**config.mk**
```make
export PLATFORM = sky130hd
export DESIGN_NAME = exhaustive_vector_sequencer
export DESIGN_NICKNAME = d
export VERILOG_FILES = /design/src/rtl/seq_pkg.sv /design/src/rtl/settle_timer.sv /design/src/rtl/exhaustive_vector_sequencer.sv
export SDC_FILE = /design/constraint.sdc
export NUM_CORES = 1
export LEC_CHECK = 0
export CAP_MARGIN = 20
export CORE_MARGIN = 8
export CORE_UTILIZATION = 45
export CTS_CLUSTER_DIAMETER = 100
export DETAILED_ROUTE_END_ITERATION = 16
export MAX_ROUTING_LAYER = met4
export PLACE_DENSITY = 0.79
export SLEW_MARGIN = 25
export SYNTH_ARGS = -nofsm -noshare
export SYNTH_HDL_FRONTEND = slang
export SYNTH_SLANG_ARGS = --single-unit
```
**constraint.sdc**
```tcl
create_clock -name clk -period 2.5 [get_ports clk]
set_input_delay 0.375 -clock clk [delete_from_list [all_inputs] [get_ports clk]]
set_output_delay 0.375 -clock clk [all_outputs]
set_load 0.1 [all_outputs]
```
**src/rtl/seq_pkg.sv**
```systemverilog
// Shared definitions for the exhaustive vector sequencer: FSM state encoding and defaults.
package seq_pkg;

  localparam int STATE_W        = 2;
  localparam int DEFAULT_SETTLE = 20;

  typedef enum logic [STATE_W-1:0] {
    IDLE   = 2'd0,
    DRIVE  = 2'd1,
    SAMPLE = 2'd2,
    DONE   = 2'd3
  } state_t;

endpackage

```
**src/rtl/settle_timer.sv**
```systemverilog
// Loadable down-counter that holds at zero; expired flags the zero count.
module settle_timer #(
  parameter int W = 5
) (
  input  logic         clk,
  input  logic         rst,
  input  logic         load,
  input  logic [W-1:0] load_val,
  output logic         expired
);

  logic [W-1:0] count;

  always_ff @(posedge clk or posedge rst) begin
    if (rst) begin
      count <= '0;
    end else if (load) begin
      count <= load_val;
    end else if (count != '0) begin
      count <= count - 1'b1;
    end
  end

  assign expired = (count == '0);

endmodule

```
**src/rtl/exhaustive_vector_sequencer.sv**
```systemverilog
// Sweeps every N_IN-bit vector into a combinational CUT and checks its truth table.
// Optional MISMATCH_LOG_EN adds first_err_vec/first_err_valid reporting.
module exhaustive_vector_sequencer
  import seq_pkg::*;
#(
  parameter int                 N_IN     = 3,
  parameter int                 SETTLE   = DEFAULT_SETTLE,
  parameter logic [2**N_IN-1:0] EXPECTED = '0
) (
  input  logic                 clk,
  input  logic                 rst,
  input  logic                 start,
  input  logic                 resp,
  output logic [N_IN-1:0]      vec_out,
  output logic                 busy,
  output logic                 done,
  output logic                 pass,
  output logic [2**N_IN-1:0]   observed,
  output logic [N_IN:0]        err_count
`ifdef MISMATCH_LOG_EN
  ,
  output logic [N_IN-1:0]      first_err_vec,
  output logic                 first_err_valid
`endif
);

  localparam int              TW     = $clog2(SETTLE + 1);
  localparam logic [TW-1:0]   RELOAD = TW'(SETTLE - 1);
  localparam logic [N_IN-1:0] LAST   = '1;

  generate
    if (SETTLE < 1) begin : g_bad_settle
      $error("exhaustive_vector_sequencer: SETTLE must be >= 1");
    end
  endgenerate

  state_t state_q, state_d;
  logic   accept, sample, load, expired, mismatch, last_vec;

  settle_timer #(.W(TW)) u_timer (
    .clk      (clk),
    .rst      (rst),
    .load     (load),
    .load_val (RELOAD),
    .expired  (expired)
  );

  always_ff @(posedge clk or posedge rst) begin
    if (rst) state_q <= IDLE;
    else     state_q <= state_d;
  end

  assign last_vec = (vec_out == LAST);

  always_comb begin
    state_d = state_q;
    accept  = 1'b0;
    sample  = 1'b0;
    load    = 1'b0;
    case (state_q)
      IDLE, DONE: begin
        if (start) begin
          accept  = 1'b1;
          load    = 1'b1;
          state_d = DRIVE;
        end
      end
      DRIVE: begin
        if (expired) state_d = SAMPLE;
      end
      SAMPLE: begin
        sample = 1'b1;
        if (last_vec) begin
          state_d = DONE;
        end else begin
          load    = 1'b1;
          state_d = DRIVE;
        end
      end
      default: state_d = IDLE;
    endcase
  end

  assign busy = (state_q == DRIVE) || (state_q == SAMPLE);

  // Case-inequality so an X or Z response is never mistaken for a match.
  assign mismatch = (resp !== EXPECTED[vec_out]);

  always_ff @(posedge clk or posedge rst) begin
    if (rst) begin
      vec_out   <= '0;
      observed  <= '0;
      err_count <= '0;
      done      <= 1'b0;
      pass      <= 1'b0;
    end else if (accept) begin
      vec_out   <= '0;
      observed  <= '0;
      err_count <= '0;
      done      <= 1'b0;
      pass      <= 1'b0;
    end else if (sample) begin
      observed[vec_out] <= resp;
      if (mismatch) err_count <= err_count + 1'b1;
      if (last_vec) begin
        done <= 1'b1;
        pass <= (err_count == '0) && !mismatch;
      end else begin
        vec_out <= vec_out + 1'b1;
      end
    end
  end

`ifdef MISMATCH_LOG_EN
  always_ff @(posedge clk or posedge rst) begin
    if (rst) begin
      first_err_vec   <= '0;
      first_err_valid <= 1'b0;
    end else if (accept) begin
      first_err_vec   <= '0;
      first_err_valid <= 1'b0;
    end else if (sample && mismatch && !first_err_valid) begin
      first_err_vec   <= vec_out;
      first_err_valid <= 1'b1;
    end
  end
`endif

endmodule

```
==> metrics.yaml <==
cts_made_buffers: 3
synth_cell_types: 30
die-area_sq_um: 4830
htreeDepth: 1
hp-class: "input pin to asynchronous set/reset pin"
die_height_um: 69.5
ios: 22
worstSetupStartpoint: "state_q[0]"
route.detailed.drc: 0
sequentialPowerShare_pct: 39.1
syn_inst: 127
slowest_delay_ps: 430
placedCellCount: 173
yosys.area.top_type: "dfrtp_1"
syn2layout_area_growth_pct: 17.4
cpMostUsedCell: "inv_1"
numPortBuffers: 21
cts_tree: "built"
wl_per_cell_um: 14.3
grt_pass1_wl_um: 4300
ys_ff_latch: 24
p_leak_nw: 0.784
max_freq_mhz: 527
root_buffer: "clkbuf_4"
hold_violations: 0
min_period_over_period_pct: 75.9
grt_max_degree: 25
status: "completed"
fin_tns_setup_ps: 0
hold_buffers: 0
critPathBufInv: 3
crit_fanout: 5
ant_nets: 0
p_sw_share_pct: 45.0
ctsResizeCount: 0
yosysWarnings: 0
hpwl_um: 1910
crit_chain: "inv_1 -> ha_1 -> inv_1 -> buf_4"
skew_ps: 7.50
ir_drop_mv: 0.703
cp_num_cells: 4
syn_avg_cell_area_sq_um: 10.1
setup_viol: 0
p_per_area_nw_per_um2: 910
clock_sinks: 24
worstPathRequired_ps: 2120
layout_common_cells: "24 x dfrtp_1, 20 x buf_4, 15 x nor2_1, 11 x mux2i_1, 9 x ha_1"
cpMaxStageDelayCell: "dfrtp_1"
via_per_inst: 5.41
rsz0062_at_grt: "false"
crit_arrival_ps: 1520
startpoint_type: "flip-flop"
synth_area_sq_um: 1290
yosys-top-cells-area: "dfrtp_1 47%, ha_1 8.8%, mux2i_1 8.6%"
rr_worst_depth: 5
synth_top_area_share_pct: 46.7
r2r-start: "u_timer.count[1]"
final_core_util_pct: 55.2
layout.nets: 160
first_pass_iters: 4
p_int_mw: 0.755
grt_pass1_vias: 971
switchingPower_mw: 0.619
cts_max_path_buffers: 2
finalCriticalPeriod_ps: 1900
drive_above_1_share_pct: 17.8
layout.cells.non_filler: 177
slew_viol_final: 0
drt_iter0_markers: 49
pwr-share-comb_pct: 46.3
die_x_um: 69.5
crit_type: "flip-flop to primary output"
initial_core_util_pct: 47.0
post_cts_buffers: 0
vias: 957
wl_um: 2540
antenna_cells: 0
clk_pin_slew_ps: 130
cp-end-kind: "primary output"
grt-ovfl-total: 0
globalplace.congestion: 0.839
power.share.clock_pct: 14.6
grt_usage_pct: 10.7
rows: 19
crit_family: "flip-flops"
core_sq_um: 2730
hold_ws_ps: 383
ys_seq_area_share_pct: 46.7
antenna_found_initial: 0
tightest_slew_ps: 581
n_fill_cell: 241
layout_commonest_cell: "dfrtp_1"
synth_nets: 140
clk_latency_ps: 310
maxCapViolations: 0
maxSlewHeadroom_pct: 61.2
[per-layer routing]
| metal | track usage (%) | part of all wire [%] | vias to the layer above |
|---|---|---|---|
| met5 | - | 0 | - |
| met4 | 1.82 | 0 | 0 |
| met3 | 4.15 | 6.0 | 0 |
| met2 | 18.2 | 48 | 22 |
| met1 | 11.6 | 46 | 470 |
| li1 | - | - | 465 |
[power groups by stage]
stage                     clock network [mW]  logic, mW  registers (mW)
final                                  0.200      0.636           0.538
after global routing                   0.225      0.686           0.551
after CTS                              0.210      0.644           0.538
after detailed placement                   0      0.639           0.547
after global placement                     0      0.623           0.538
after floorplan                            0      0.359           0.678
[per-stage QoR]
step / cell area (sq um) / power, mW / setup slack, ps
after floorplan: 1290 / 1.04 / 518
after global placement: 1470 / 1.16 / 696
after detailed placement: 1470 / 1.19 / 639
after CTS: 1510 / 1.39 / 588
after global routing: 1510 / 1.46 / 526
final: 1510 / 1.37 / 603
[sequential cells by signal, indices dropped and copies added (netlist names)]
register / count
done: 1
vec_out: 3
err_count: 4
u_timer.count: 5
pass: 1
observed: 8
state_q: 2
[path summary, 6_finish.rpt]
kind,slack (ps),to
max reg2reg,660,state_q[1]
max in group asynchronous,1880,vec_out[1]
min reg2reg,510,u_timer.count[4]
min,380,u_timer.count[3]
max,600,busy
min in group clk,510,u_timer.count[4]
[area by class of cell]
| cell class | count | area, sq um | area share [%] |
|---|---|---|---|
| multi-input cells | 87 | 624 | 41.3 |
| clock buffers | 4 | 36.3 | 2.40 |
| inverters | 8 | 30.0 | 1.99 |
| flip-flops and latches | 24 | 601 | 39.8 |
| well taps | 31 | 38.8 | 2.57 |
| repair buffers | 23 | 180 | 11.9 |
[synth_stat cells, drive strengths merged]
library cell and instances:
or3 1, and2 1, o21ai 3, nand2b 5, nand3b 2, nand4 1, dfrtp 24, ha 9
inv 8, nand3 4, nor3 1, clkbuf 7, o22ai 1, mux2 1, a21o 1, nor2 15
a21oi 8, buf 1, nand4b 3, nor4b 2, or2 1, nand2 7, xor2 2, nor4bb 3
xnor2 2, mux2i 11, or2b 1, or4b 1, nor2b 1
[tightest hold or removal path: cells and delay by family]
| kind | cells | cell delay [ps] |
|---|---|---|
| buffers and inverters | 3 | 730 |
[logic make-up after synthesis]
family,share of synthesized area [%]
buffers and inverters,4.77
flip-flops,46.7
adder cells (fa/ha/maj),8.76
multiplexers,9.73
XOR/XNOR,2.72
AO/OA/AOI/OAI,5.84
AND/OR/NAND/NOR,21.5
(Power assumes the default switching activity.)
